[config.mk]
export PLATFORM = sky130hd
export DESIGN_NAME = fec32_dec
export DESIGN_NICKNAME = d
export VERILOG_FILES = /design/src/rtl/fec32_dec.sv
export SDC_FILE = /design/constraint.sdc
export NUM_CORES = 1
export LEC_CHECK = 0
export ABC_AREA = 1
export CORE_UTILIZATION = 55
export CTS_CLUSTER_DIAMETER = 120
export DETAILED_ROUTE_END_ITERATION = 10
export GPL_ROUTABILITY_DRIVEN = 0
export HOLD_SLACK_MARGIN = 0.12
export PLACE_DENSITY_LB_ADDON = 0.12
export SLEW_MARGIN = 20
export SYNTH_ARGS = -nofsm -noshare
export SYNTH_HDL_FRONTEND = slang
export SYNTH_SLANG_ARGS = --single-unit
[constraint.sdc]
create_clock -name clk_6M -period 1.9 [get_ports clk_6M]
set_input_delay 0.38 -clock clk_6M [delete_from_list [all_inputs] [get_ports clk_6M]]
set_output_delay 0.38 -clock clk_6M [all_outputs]
set_load 0.005 [all_outputs]
[src/rtl/fec32_dec.sv]
// Receive-side FEC 2/3 decoder for the shortened (15,10) Hamming code, g(D)=D^5+D^4+D^2+1.
// Serial syndrome accumulation, 1-cycle single-error correction, saturating error counters.
module fec32_dec #(
  parameter int CNT_W = 8
) (
  input  logic             clk_6M,
  input  logic             rst,
  input  logic             loadini_p,
  input  logic             datvalid_p,
  input  logic             fec32_datin,
  input  logic             cnt_clr,
  output logic [9:0]       dec_word,
  output logic             dec_valid_p,
  output logic             err_corr_p,
  output logic             err_uncorr_p,
  output logic [4:0]       syndrome,
  output logic [CNT_W-1:0] corr_cnt,
  output logic [CNT_W-1:0] uncorr_cnt
);

  // Low five coefficients of g(D); the D^5 term is the feedback bit itself.
  localparam logic [4:0] G_TAP = 5'b10101;

  logic [3:0]  bcnt;
  logic [4:0]  syn_acc;
  logic [4:0]  syn_next;
  logic [4:0]  syn_snap;
  logic [13:0] rx_sr;
  logic [14:0] blk;
  logic        pending;

  logic [14:0] flip_mask;
  logic [14:0] blk_fix;
  logic        is_corr;
  logic        is_uncorr;
  logic        do_dec;
  logic        inc_corr;
  logic        inc_uncorr;

  // Single-bit error position for each syndrome, i.e. D^k mod g(D).
  function automatic logic [14:0] syn_to_mask(input logic [4:0] s);
    case (s)
      5'b00001: return 15'h0001;
      5'b00010: return 15'h0002;
      5'b00100: return 15'h0004;
      5'b01000: return 15'h0008;
      5'b10000: return 15'h0010;
      5'b10101: return 15'h0020;
      5'b11111: return 15'h0040;
      5'b01011: return 15'h0080;
      5'b10110: return 15'h0100;
      5'b11001: return 15'h0200;
      5'b00111: return 15'h0400;
      5'b01110: return 15'h0800;
      5'b11100: return 15'h1000;
      5'b01101: return 15'h2000;
      5'b11010: return 15'h4000;
      default:  return 15'h0000;
    endcase
  endfunction

  // NOTE: every combinational output gets an unconditional assignment, so no latch is inferred.
  always_comb begin
    syn_next   = {syn_acc[3:0], fec32_datin} ^ (syn_acc[4] ? G_TAP : 5'b00000);
    flip_mask  = syn_to_mask(syn_snap);
    blk_fix    = blk ^ flip_mask;
    is_corr    = |flip_mask;
    is_uncorr  = (syn_snap != 5'b00000) && !is_corr;
    do_dec     = pending && !loadini_p;
    inc_corr   = do_dec && is_corr;
    inc_uncorr = do_dec && is_uncorr;
  end

  // NOTE: sequential state uses non-blocking assignments so every register sees pre-edge values.
  always_ff @(posedge clk_6M) begin
    if (rst) begin
      bcnt         <= '0;
      syn_acc      <= '0;
      syn_snap     <= '0;
      rx_sr        <= '0;
      blk          <= '0;
      pending      <= 1'b0;
      dec_word     <= '0;
      dec_valid_p  <= 1'b0;
      err_corr_p   <= 1'b0;
      err_uncorr_p <= 1'b0;
      syndrome     <= '0;
      corr_cnt     <= '0;
      uncorr_cnt   <= '0;
    end else begin
      dec_valid_p  <= 1'b0;
      err_corr_p   <= 1'b0;
      err_uncorr_p <= 1'b0;

      if (loadini_p) begin
        bcnt    <= '0;
        syn_acc <= '0;
        pending <= 1'b0;
      end else begin
        // Decode works from the snapshot, so the next block may already be shifting in.
        if (pending) begin
          pending      <= 1'b0;
          dec_valid_p  <= 1'b1;
          dec_word     <= blk_fix[14:5];
          syndrome     <= syn_snap;
          err_corr_p   <= is_corr;
          err_uncorr_p <= is_uncorr;
        end
        if (datvalid_p) begin
          rx_sr <= {rx_sr[12:0], fec32_datin};
          if (bcnt == 4'd14) begin
            bcnt     <= '0;
            syn_acc  <= '0;
            blk      <= {rx_sr, fec32_datin};
            syn_snap <= syn_next;
            pending  <= 1'b1;
          end else begin
            bcnt    <= bcnt + 4'd1;
            syn_acc <= syn_next;
          end
        end
      end

      if (cnt_clr) begin
        corr_cnt   <= '0;
        uncorr_cnt <= '0;
      end else begin
        if (inc_corr && (corr_cnt != {CNT_W{1'b1}}))
          corr_cnt <= corr_cnt + 1'b1;
        if (inc_uncorr && (uncorr_cnt != {CNT_W{1'b1}}))
          uncorr_cnt <= uncorr_cnt + 1'b1;
      end
    end
  end

endmodule

# Word level (Yosys, flattened, before mapping)
# Memory sizes are Yosys's and may differ from the RTL's. A register that Yosys moved wholly into a read port is not among the register bits.
# Cells that the tools add are included.
[op_classes]
muxes = 7
bitwise = 5
reduce_logical = 17
n_eq_ne = 3
n_addsub = 3
[ops]
columns = ["operator", "n"]
rows = [
  ["$mux W5", 4],
  ["$add A8 B1 Y8 const B", 2],
  ["$ne A8 B8 Y1 const B", 2],
  ["$reduce_or A15 Y1", 1],
  ["$xor A15 B15 Y15", 1],
  ["$logic_and A1 B1 Y1", 6],
  ["$reduce_or A3 Y1", 2],
  ["$reduce_bool A5 Y1", 1],
  ["$xor A5 B5 Y5", 1],
  ["$add A4 B1 Y4 const B", 1],
  ["$eq A4 B4 Y1 const B", 1],
  ["$mux W4", 1],
  ["$reduce_and A2 Y1", 2],
  ["$reduce_or A2 Y1", 2],
  ["$not A1 Y1", 3],
  ["$reduce_and A3 Y1", 1],
  ["$logic_not A1 Y1", 2],
  ["$mux W1", 2],
]
[totals]
word_cells = 49
mem_count = 1
ff_bits = 78
out_inout_bits = 34
rom_bits = 480
in_bits = 6
[memory_table]
columns = ["memory", "words", "word_bits", "rd", "rd_ports_with_merged_regs", "write_ports", "line", "rtl"]
rows = [
  ["(name not given)", 32, 15, 1, 1, 0, "42", "case (s)"],
]

# Depth between registers and ports, before layout
# Gate-level depths: netlist (run 1).
[depth]
word_depth = 5
ltp_mapped = 10
depth_no_buf = 10

# Worst setup path after synthesis (run 1)
# Ideal clock, no wire load.
[synth_timing]
path_kind = "register -> register"
from = "register uncorr_cnt[0]"
to = "register uncorr_cnt[5]"
setup_time_ps = 120
t_arrival_ps = 1302
setup_slack_ps = 478
stages_incl_launch_ff = 11
period_less_slack_ps = 1422
path_cell_list = "dfxtp_1 > ha_1 > nand2_1 > nor2_1 > nand2_1 > nand2_1 > inv_1 > nand2_1 > nand2_1 > nand2_1 > nor2_1"
[synth_via]
elab_chain_cells = 2
elab_cells_between_ends = 3
[synth_lines]
columns = ["item", "line", "rtl"]
rows = [
  ["start: declaration", "18", "output logic [CNT_W-1:0] uncorr_cnt"],
  ["start signal: assignment", "131", "uncorr_cnt <= uncorr_cnt + 1'b1;"],
  ["branches (longest 2 deep; another with $add A8 B1 Y8)", "-", ""],
]
# Parallel ways; which one is timed is not known.
# A chain may end at the register's enable or synchronous reset.

# Worst setup path after layout (run 1)
[layout_timing]
from = "register uncorr_cnt[5]"
to = "output uncorr_cnt[5]"
# No word-level cell between the ends.

==> results.py, run 1 <==
metrics = {
    "detailed_routing": {
        "vias": 3044,
        "totalWireLength_um": 7020,
        "first_pass_iters": 5,
        "vias_per_cell": 5.18,
        "first_iter_violations": 148,
        "detail_route.wl_per_cell_um": 11.9,
        "ant_nets": 0,
        "drc_errors": 0,
    },
    "logic_synthesis": {
        "avgSynthCellArea_um2": 7.73,
        "synthFlopType": "dfxtp_1",
        "synth_area_leader_cell": "dfxtp_1",
        "syn_inst": 459,
        "ys_ff_latch": 88,
        "synth_cell_types": 29,
        "syn_area_um2": 3550,
        "synth_common_cells": "dfxtp_1, nand2_1, nor2_1",
        "synthDominantCellAreaShare_pct": 49.7,
        "synth_edf_count": 0,
        "ys_top_cells_by_area": "dfxtp_1, nand2_1, nor2_1",
        "syn-num-nets": 467,
        "synth.most_common_cell": "dfxtp_1",
        "async_flop_share_pct": 0,
        "yosys_warnings": 0,
        "yosysSeqAreaShare_pct": 49.7,
    },
    "global_routing": {
        "overflow": 0,
        "antenna_found_initial": 0,
        "grt_pass1_wl_um": 11500,
        "grt_use_total_pct": 22.5,
        "first_global_vias": 2633,
        "grt_start_max_net_pins": 32,
    },
    "floorplanning": {
        "initial_utilization_pct": 58.5,
        "fp-row-count": 28,
        "core_area_um2": 6060,
        "die_height_um": 82.3,
        "ios": 40,
        "die_x_um": 82.3,
        "dieArea_um2": 6770,
    },
    "clock_tree": {
        "ctsHoldBuffers": 0,
        "cts_htree_levels": 3,
        "cts_buffers": 9,
        "cts_root_buffer": "clkbuf_8",
        "cts_resized": 0,
        "cts_setup_buffers": 0,
        "path_clk_slew_ns": 0.09,
        "numClockSinks": 88,
        "worstSkewPairLatency_ns": 0.36,
        "clock_path_buffers": 2,
        "tritoncts": "done",
    },
    "critical_path": {
        "cp-start-kind": "register",
        "cp_data_required_time_ns": 1.52,
        "critPathKind": "register to primary output",
        "path_buf_inv": 1,
        "endpoint_kind": "primary output",
        "slowest_delay_ns": 0.54,
        "cp_top_family": "buffers and inverters",
        "worst_r2r_path_depth": 10,
        "path_depth": 1,
        "crit_fanout": 6,
        "cp_slowest_cell": "clkdlybuf4s50_1",
        "worst_ep_arrival_time_ns": 1.33,
        "path_cells": "clkdlybuf4s50_1",
    },
    "placement": {
        "place_ws_ns": 0.0138,
        "dp_hpwl_um": 5090,
        "place_area_um2": 4100,
        "portBuffers": 39,
    },
    "sta": {
        "hold_violations": 0,
        "final.period_utilization_pct": 90.2,
        "slew_headroom_pct": 68.3,
        "rsz0062_at_grt": "false",
        "fmax_ghz": 0.584,
        "finalSetupViolations": 0,
        "tightest_slew_ns": 0.475,
        "finClkSkew_ns": 0.0140,
        "fin_crit_ns": 1.71,
        "whs_ns": 0.456,
        "layout_setup_ws_ns": 0.187,
        "fin_setup_tns_ns": 0,
        "drv_slew": 0,
    },
    "cells_and_area": {
        "nNetsFinal": 516,
        "diodes": 0,
        "design_area_um2": 4300,
        "syn_to_final_growth_pct": 21.4,
        "drive_gt1_share_pct": 9.55,
    },
    "pwr": {
        "powerDensity_nw_per_um2": 768,
        "cellLeakagePower_nw": 1.69,
        "ir_drop_v": 0.000597,
        "power_w": 0.00331,
    },
    "worst_hold_path": {
        "holdPathStages": 2,
        "hold_path_class": "register to register",
    },
    "outcome": {
        "status": "finished clean",
    },
    "run": {
        "cap_viol_max_count": 0,
    },
}
-- worst paths after layout --
kind	startpoint	end	slack, ns
worst min-delay path	syn_acc[0]$_SDFFE_PP0P_	syn_acc[1]$_SDFFE_PP0P_	0.46
worst min register to register	syn_acc[0]$_SDFFE_PP0P_	syn_acc[1]$_SDFFE_PP0P_	0.46
worst max-delay path	uncorr_cnt[5]$_SDFFE_PP0P_	uncorr_cnt[5]	0.19
worst max register to register	uncorr_cnt[0]$_SDFFE_PP0P_	uncorr_cnt[5]$_SDFFE_PP0P_	0.27
-- registers in the layout, summed over array words and instances (netlist names), 5 cells and up --
| register | count |
|---|---|
| corr_cnt | 8 |
| syn_snap | 5 |
| blk | 10 |
| flip_mask | 15 |
| rx_sr | 14 |
| dec_word | 10 |
| syndrome | 5 |
| syn_acc | 5 |
| uncorr_cnt | 8 |
-- final cells by class --
cell class / count / area (um2)
inverters: 48 / 180
repair buffers: 52 / 526
flip-flops and latches: 88 / 1760
multi-input cells: 309 / 1540
clock buffers: 10 / 138
fillers: 506 / 1760
well taps: 75 / 93.8
clock inverters: 6 / 67.6
-- metrics by stage --
step / std cells / util, %
after detailed placement: 572 / 67.6
final: 588 / 71.0
after floorplan: 459 / -
after global routing: 588 / 71.0
after CTS: 588 / 71.0
after global placement: 572 / 67.6
-- cell usage in the layout, fill, tap and decap left out, drive strengths merged --
master / netlist / final
a211oi: 1 / 1
a21oi: 45 / 45
buf: 7 / 13
bufinv: 0 / 1
clkbuf: 7 / 10
clkdlybuf4s50: 0 / 39
clkinv: 0 / 2
clkinvlp: 0 / 2
dfxtp: 88 / 88
ha: 2 / 2
inv: 48 / 49
nand2: 85 / 85
nand3: 30 / 30
nand3b: 7 / 7
nand4: 8 / 8
nor2: 68 / 68
nor3: 2 / 2
nor3b: 1 / 1
o21a: 1 / 1
o21ai: 42 / 42
o22ai: 2 / 2
xnor2: 14 / 14
xor2: 1 / 1
-- power breakdown --
group / leakage, nW / switching (W) / internal, W
clock: 0.0989 / 0.000680 / 0.000648
combinational: 0.876 / 0.0000662 / 0.0000411
sequential: 0.711 / 0.00000906 / 0.00186
-- cells by family after synthesis --
| group | count (synthesis) | share of synthesized area (%) |
|---|---|---|
| xor+xnor | 15 | 3.71 |
| flops | 88 | 49.7 |
| compound gates | 91 | 13.1 |
| simple gates | 201 | 25.8 |
| fa+ha+maj | 2 | 0.706 |
| buf+inv | 62 | 7.02 |
-- routing by layer --
layer | wire length [um] | global-route usage [%] | vias to the layer above
met2 | 3470 | 39.1 | 55
li1 | - | - | 1592
met1 | 3220 | 27.0 | 1390
met3 | 237 | 4.07 | 7
met5 | 0 | 0 | -
met4 | 90 | 10.0 | 0
Power figures use the tool's default switching activity.
==> inputs of run 2 (changes only) <==
--- a/config.mk
+++ b/config.mk
@@ -12,7 +12,7 @@
 export GPL_ROUTABILITY_DRIVEN = 0
 export HOLD_SLACK_MARGIN = 0.12
 export PLACE_DENSITY_LB_ADDON = 0.12
-export SLEW_MARGIN = 20
+export SLEW_MARGIN = 40
 export SYNTH_ARGS = -nofsm -noshare
 export SYNTH_HDL_FRONTEND = slang
 export SYNTH_SLANG_ARGS = --single-unit
==> results of run 2 <==
Same layout as run 1: the final DEF is identical, and so are final timing and power.
==> inputs of run 3 (changes only) <==
--- a/config.mk
+++ b/config.mk
@@ -10,6 +10,7 @@
 export CTS_CLUSTER_DIAMETER = 120
 export DETAILED_ROUTE_END_ITERATION = 10
 export GPL_ROUTABILITY_DRIVEN = 0
+export GPL_TIMING_DRIVEN = 0
 export HOLD_SLACK_MARGIN = 0.12
 export PLACE_DENSITY_LB_ADDON = 0.12
 export SLEW_MARGIN = 40
==> run 3 against run 2 <==
Effect of this change:
- final area is 0.96% lower
- global-route usage increased by 1.6 points
- sequential power hardly changed
- setup slack worse by 0.035 ns
- critical path type is now input port to register
- clock skew down 0.0051 ns
==> results.py, run 3 (synthesized netlist as in run 1, its figures left out) <==
metrics = {
    "critical_path": {
        "critPathKind": "input port to register",
        "cp-start-kind": "input port",
        "cp_slowest_cell": "clkdlybuf4s50_1",
        "worst_r2r_path_depth": 10,
        "path_cells": "clkdlybuf4s50_1 -> nor2_1 -> nand2_1 -> nor2_2 -> buf_2 -> nand3_1 -> nand2_1 -> nor2_1",
        "worst_ep_arrival_time_ns": 2.00,
        "crit_fanout": 10,
        "path_buf_inv": 2,
        "cp_data_required_time_ns": 2.15,
        "slowest_delay_ns": 0.48,
        "cp_top_family": "simple AND/OR/NAND/NOR gates",
        "endpoint_kind": "register",
        "path_depth": 8,
    },
    "sta": {
        "finalSetupViolations": 0,
        "hold_violations": 0,
        "rsz0062_at_grt": "false",
        "drv_slew": 0,
        "slew_headroom_pct": 61.2,
        "finClkSkew_ns": 0.00885,
        "tightest_slew_ns": 0.579,
        "fin_setup_tns_ns": 0,
        "fin_crit_ns": 1.75,
        "fmax_ghz": 0.572,
        "final.period_utilization_pct": 92.0,
        "layout_setup_ws_ns": 0.151,
    },
    "clock_tree": {
        "clock_path_buffers": 2,
        "cts_setup_buffers": 0,
        "cts_resized": 0,
        "cts_htree_levels": 3,
        "worstSkewPairLatency_ns": 0.36,
        "ctsHoldBuffers": 0,
        "path_clk_slew_ns": 0.08,
        "tritoncts": "done",
        "numClockSinks": 88,
        "cts_root_buffer": "clkbuf_8",
        "cts_buffers": 9,
    },
    "detailed_routing": {
        "detail_route.wl_per_cell_um": 12.6,
        "vias_per_cell": 5.19,
        "vias": 3056,
        "totalWireLength_um": 7440,
        "drc_errors": 0,
        "first_pass_iters": 4,
        "ant_nets": 0,
        "first_iter_violations": 140,
    },
    "cells_and_area": {
        "diodes": 0,
        "syn_to_final_growth_pct": 20.2,
        "nNetsFinal": 517,
        "final_cell_mix": "dfxtp_1, nand2_1, nor2_1, a21oi_1, inv_1",
        "layout.cells.non_filler": 589,
        "nFillCells": 499,
        "largest_reg_flops": 15,
        "final_core_util_pct": 70.3,
        "design_area_um2": 4260,
        "mostFrequentLayoutCell": "dfxtp_1",
        "drive_gt1_share_pct": 7.98,
    },
    "pwr": {
        "ir_drop_v": 0.000493,
        "powerDensity_nw_per_um2": 808,
        "cellLeakagePower_nw": 1.67,
    },
    "global_routing": {
        "grt_start_max_net_pins": 15,
        "overflow": 0,
        "grt_use_total_pct": 24.1,
        "grt_pass1_wl_um": 12200,
        "antenna_found_initial": 0,
        "first_global_vias": 2843,
    },
    "floorplanning": {
        "core_area_um2": 6060,
        "fp-row-count": 28,
        "initial_utilization_pct": 58.5,
        "die_height_um": 82.3,
        "die_x_um": 82.3,
        "dieArea_um2": 6770,
        "ios": 40,
    },
    "worst_hold_path": {
        "holdPathStages": 2,
        "hold_path_class": "register to register",
    },
    "placement": {
        "portBuffers": 39,
        "place_area_um2": 4030,
        "placed_cells": 573,
        "place_ws_ns": -0.237,
        "dp_hpwl_um": 5320,
    },
    "run": {
        "cap_viol_max_count": 0,
    },
    "outcome": {
        "status": "finished clean",
    },
}
## run 3: changes by cell type in the layout (fill, tap and decap cells not counted), moves of 3 or more
cell	before	now
buf_4	10	1
clkbuf_1	0	7
buf_2	0	4
buf_12	3	0
## run 3: area by class of cell
class                           count  area, um2  area share (%)
Multi-Input combinational cell    309       1540            36.0
Timing Repair Buffer               39        390            9.16
Tap cell                           75       93.8            2.20
Inverter                           48        180            4.23
Clock inverter                      4       76.3            1.79
Clock buffer                       12        155            3.64
Sequential cell                    88       1760            41.3
Buffer                             14       70.1            1.64
## run 3: worst paths after layout
check,startpoint,endpoint,slack (ns)
max,loadini_p,uncorr_cnt[5]$_SDFFE_PP0P_,0.15
min,pending$_SDFF_PP0_,dec_valid_p$_SDFF_PP0_,0.44
max reg2reg,uncorr_cnt[0]$_SDFFE_PP0P_,uncorr_cnt[5]$_SDFFE_PP0P_,0.29
min reg2reg,pending$_SDFF_PP0_,dec_valid_p$_SDFF_PP0_,0.44
## run 3: per-layer routing
layer	share of wire [%]	wire, um	up-vias	global-route usage (%)
met1	46	3450	1410	27.4
met4	2.2	161	0	10.2
met2	48	3600	47	43.1
met5	0	0	-	0
met3	3.0	225	13	5.60
li1	-	-	1586	-
## run 3: worst register-to-register path, delay by kind of cell, from the launching register on
kind / cells / cell delay (ns)
adder cells (fa/ha/maj): 1 / 0.20
buffers and inverters: 1 / 0.05
flip-flops: 1 / 0.41
AND/OR/NAND/NOR: 8 / 0.85
## run 3: power by group
group | total [W] | internal, W | switching (W)
Combinational | 0.000101 | 0.0000335 | 0.0000679
Clock | 0.00147 | 0.000815 | 0.000657
Sequential | 0.00187 | 0.00186 | 0.00000851
## run 3: stage by stage
stage                     total power [W]  hold WS (ns)
after floorplan                   0.00198         0.417
after global placement            0.00201         0.430
after detailed placement          0.00202         0.431
after CTS                         0.00347         0.443
after global routing              0.00355         0.492
final                             0.00344         0.440
==> variant: new RTL, flow settings as in run 3 <==
Register the output `corr_cnt` once more, cleared by the reset; this adds one clock of latency there. The other outputs are not delayed to match.
--- a/src/rtl/fec32_dec.sv
+++ b/src/rtl/fec32_dec.sv
@@ -20,6 +20,8 @@
 
   // Low five coefficients of g(D); the D^5 term is the feedback bit itself.
   localparam logic [4:0] G_TAP = 5'b10101;
+
+  logic [CNT_W-1:0] corr_cnt_s0;
 
   logic [3:0]  bcnt;
   logic [4:0]  syn_acc;
@@ -85,7 +87,7 @@
       err_corr_p   <= 1'b0;
       err_uncorr_p <= 1'b0;
       syndrome     <= '0;
-      corr_cnt     <= '0;
+      corr_cnt_s0  <= '0;
       uncorr_cnt   <= '0;
     end else begin
       dec_valid_p  <= 1'b0;
@@ -122,16 +124,24 @@
       end
 
       if (cnt_clr) begin
-        corr_cnt   <= '0;
+        corr_cnt_s0 <= '0;
         uncorr_cnt <= '0;
       end else begin
-        if (inc_corr && (corr_cnt != {CNT_W{1'b1}}))
-          corr_cnt <= corr_cnt + 1'b1;
+        if (inc_corr && (corr_cnt_s0 != {CNT_W{1'b1}}))
+          corr_cnt_s0 <= corr_cnt_s0 + 1'b1;
         if (inc_uncorr && (uncorr_cnt != {CNT_W{1'b1}}))
           uncorr_cnt <= uncorr_cnt + 1'b1;
       end
     end
   end
 
+  always_ff @(posedge clk_6M) begin
+    if (rst) begin
+      corr_cnt <= '0;
+    end else begin
+      corr_cnt <= corr_cnt_s0;
+    end
+  end
+
 endmodule
 
Formal check against the unedited RTL: same outputs for any inputs over 10 cycles, from zero or initial values and one cycle with rst high; that may be too few to reach the edited logic, so the function may still have changed.
==> variant against run 3 <==
- sequential cell count is 8 higher
- cell area grew 5.0%
- combinational power grew 11%
- power fell by 0.49%
- synthesized area grew 7.2%
- fmax fell by 1.1%
- worst setup slack got worse by 0.020 ns
- sequential share of layout area up 1.6 points
- critical path depth is 3 lower
- utilization fell by 1.4 points
- hold slack gained 0.0046 ns
- wire length rose by 5.2%
- clock power decreased by 14%
==> variant: results (changes against run 3) <==
status complete, no violations; peak supply drop 0.610 mV (+24%); sequential area share after synthesis 50.6% (+0.88 points); HP Class reg2reg; R2R Setup Slk between 0.2 and 0.3 ns; All-Layer GR Usage 23.1% (-1.0 points); share of cells above drive strength 1 9.01% (+1.0 points); vias per cell 5.20 (+0.32%); switching share of total power 25.2% (+3.9 points); clk_skew 0.0132 ns (+0.00432 ns); Hold WS 0.444 ns (+0.00457 ns); DR iter-0 viols 121 (-14%); CTS H-tree lvls 3 (unchanged); fillers 555 (+11%); R2R cell count 7 (-3); met3 wire length 273 um (+21%); CP delay by family, top buffers and inverters; dpl ws -0.269 ns (-0.0322 ns); vias in the first global route 2961 (+4.2%); Root Buffer Master clkbuf_8; Slew @ Worst Pin 0.472 ns (-0.108 ns); dpl hpwl 5820 um (+9.3%); DR WL/cell 12.8 um (+1.5%); Yosys cell types 35 (+21%); # diodes 0 (unchanged); P_leak 1.72 nW (+3.1%); metal1 wirelength 3660 um (+6.2%); met2 WL post-DR 3790 um (+5.2%); top post-synthesis cells by area dfxtp_1, nor2_1, nand2_1; Reg2Reg Launch Point corr_cnt_s0[1]; Commonest cells post-synth dfxtp_1, nor2_1, nand2_1; CP max stage delay 0.53 ns (+0.05 ns); Post-layout nets 536 (+3.7%); clock transition time at the flip-flop clock pins of the worst setup and hold paths 0.10 ns (+0.02 ns); post-synth net total 486 (+4.1%); largest net degree at the start of global routing 19 (+4); r2r endpoint corr_cnt_s0[3]; wire length of the first global-routing pass 13200 um (+8.9%)
==> variant: changes by cell type after synthesis, moves of 3 or more <==
cell	change
nand4_1	+8
a21oi_1	-5
nor2_1	+19
nand2_1	-12
nand3b_1	-6
dfxtp_1	+8
nand3_1	-3
==> variant: logic make-up after synthesis <==
group | Yosys count | share of synthesized area [%]
compound gates | 86 | 11.5
xor+xnor | 16 | 3.69
fa+ha+maj | 2 | 0.658
buf+inv | 67 | 7.14
flops | 96 | 50.6
simple gates | 211 | 26.4
==> variant: worst max-delay path by stage <==
| stage | from | slack (ns) | to | depth (start not counted) |
|---|---|---|---|---|
| after floorplan | corr_cnt_s0[0] | 0.56 | corr_cnt_s0[6] | 7 |
| after global placement | rst | -0.24 | blk[8] | 6 |
| after detailed placement | rst | -0.27 | blk[8] | 6 |
| after CTS | rst | 0.12 | blk[8] | 6 |
| after global routing | loadini_p | 0.06 | dec_word[2] | 5 |
| final | loadini_p | 0.13 | dec_word[6] | 5 |
==> variant: repair_timing <==
item                                   CTS  global route
gates resized for setup                  0             3
setup endpoints to repair                0             2
buffers inserted                         0             0
endpoints found under the hold margin    0             0
==> variant: final cells by class <==
cell class / count / area, um2 / share of cell area (%)
Multi-Input combinational cell: 315 / 1610 / 35.9
Tap cell: 77 / 96.3 / 2.15
Sequential cell: 96 / 1920 / 42.9
Clock inverter: 7 / 60.1 / 1.34
Inverter: 53 / 208 / 4.64
Timing Repair Buffer: 39 / 390 / 8.72
Clock buffer: 9 / 124 / 2.77
Buffer: 14 / 68.8 / 1.54
==> variant: power by group through the flow <==
stage,clock network [W],registers (W),logic [W]
floorplan,0,0.00209,0.0000737
global placement,0,0.00209,0.000108
detailed placement,0,0.00209,0.000111
CTS,0.00129,0.00204,0.000111
global route,0.00138,0.00204,0.000127
finish,0.00127,0.00204,0.000112
==> variant: routing by layer <==
metal	up-vias	global-route usage [%]
met5	-	0
met3	8	5.25
li1	1647	-
met4	0	8.47
met2	66	40.1
met1	1454	28.1
==> variant: stage by stage <==
| step | instances | instance area [um2] |
|---|---|---|
| after floorplan | 478 | 3800 |
| after global placement | 594 | 4290 |
| after detailed placement | 594 | 4290 |
| after CTS | 610 | 4470 |
| after global routing | 610 | 4480 |
| final | 610 | 4480 |
==> variant: worst reg2reg max path, stage by stage, from the launching register on <==
cell     delay, ns
dfxtp_1       0.39
ha_1          0.22
nand2_1       0.09
inv_1         0.08
nand4_1       0.25
nand3_2       0.29
nand2_1       0.08
a21oi_1       0.14
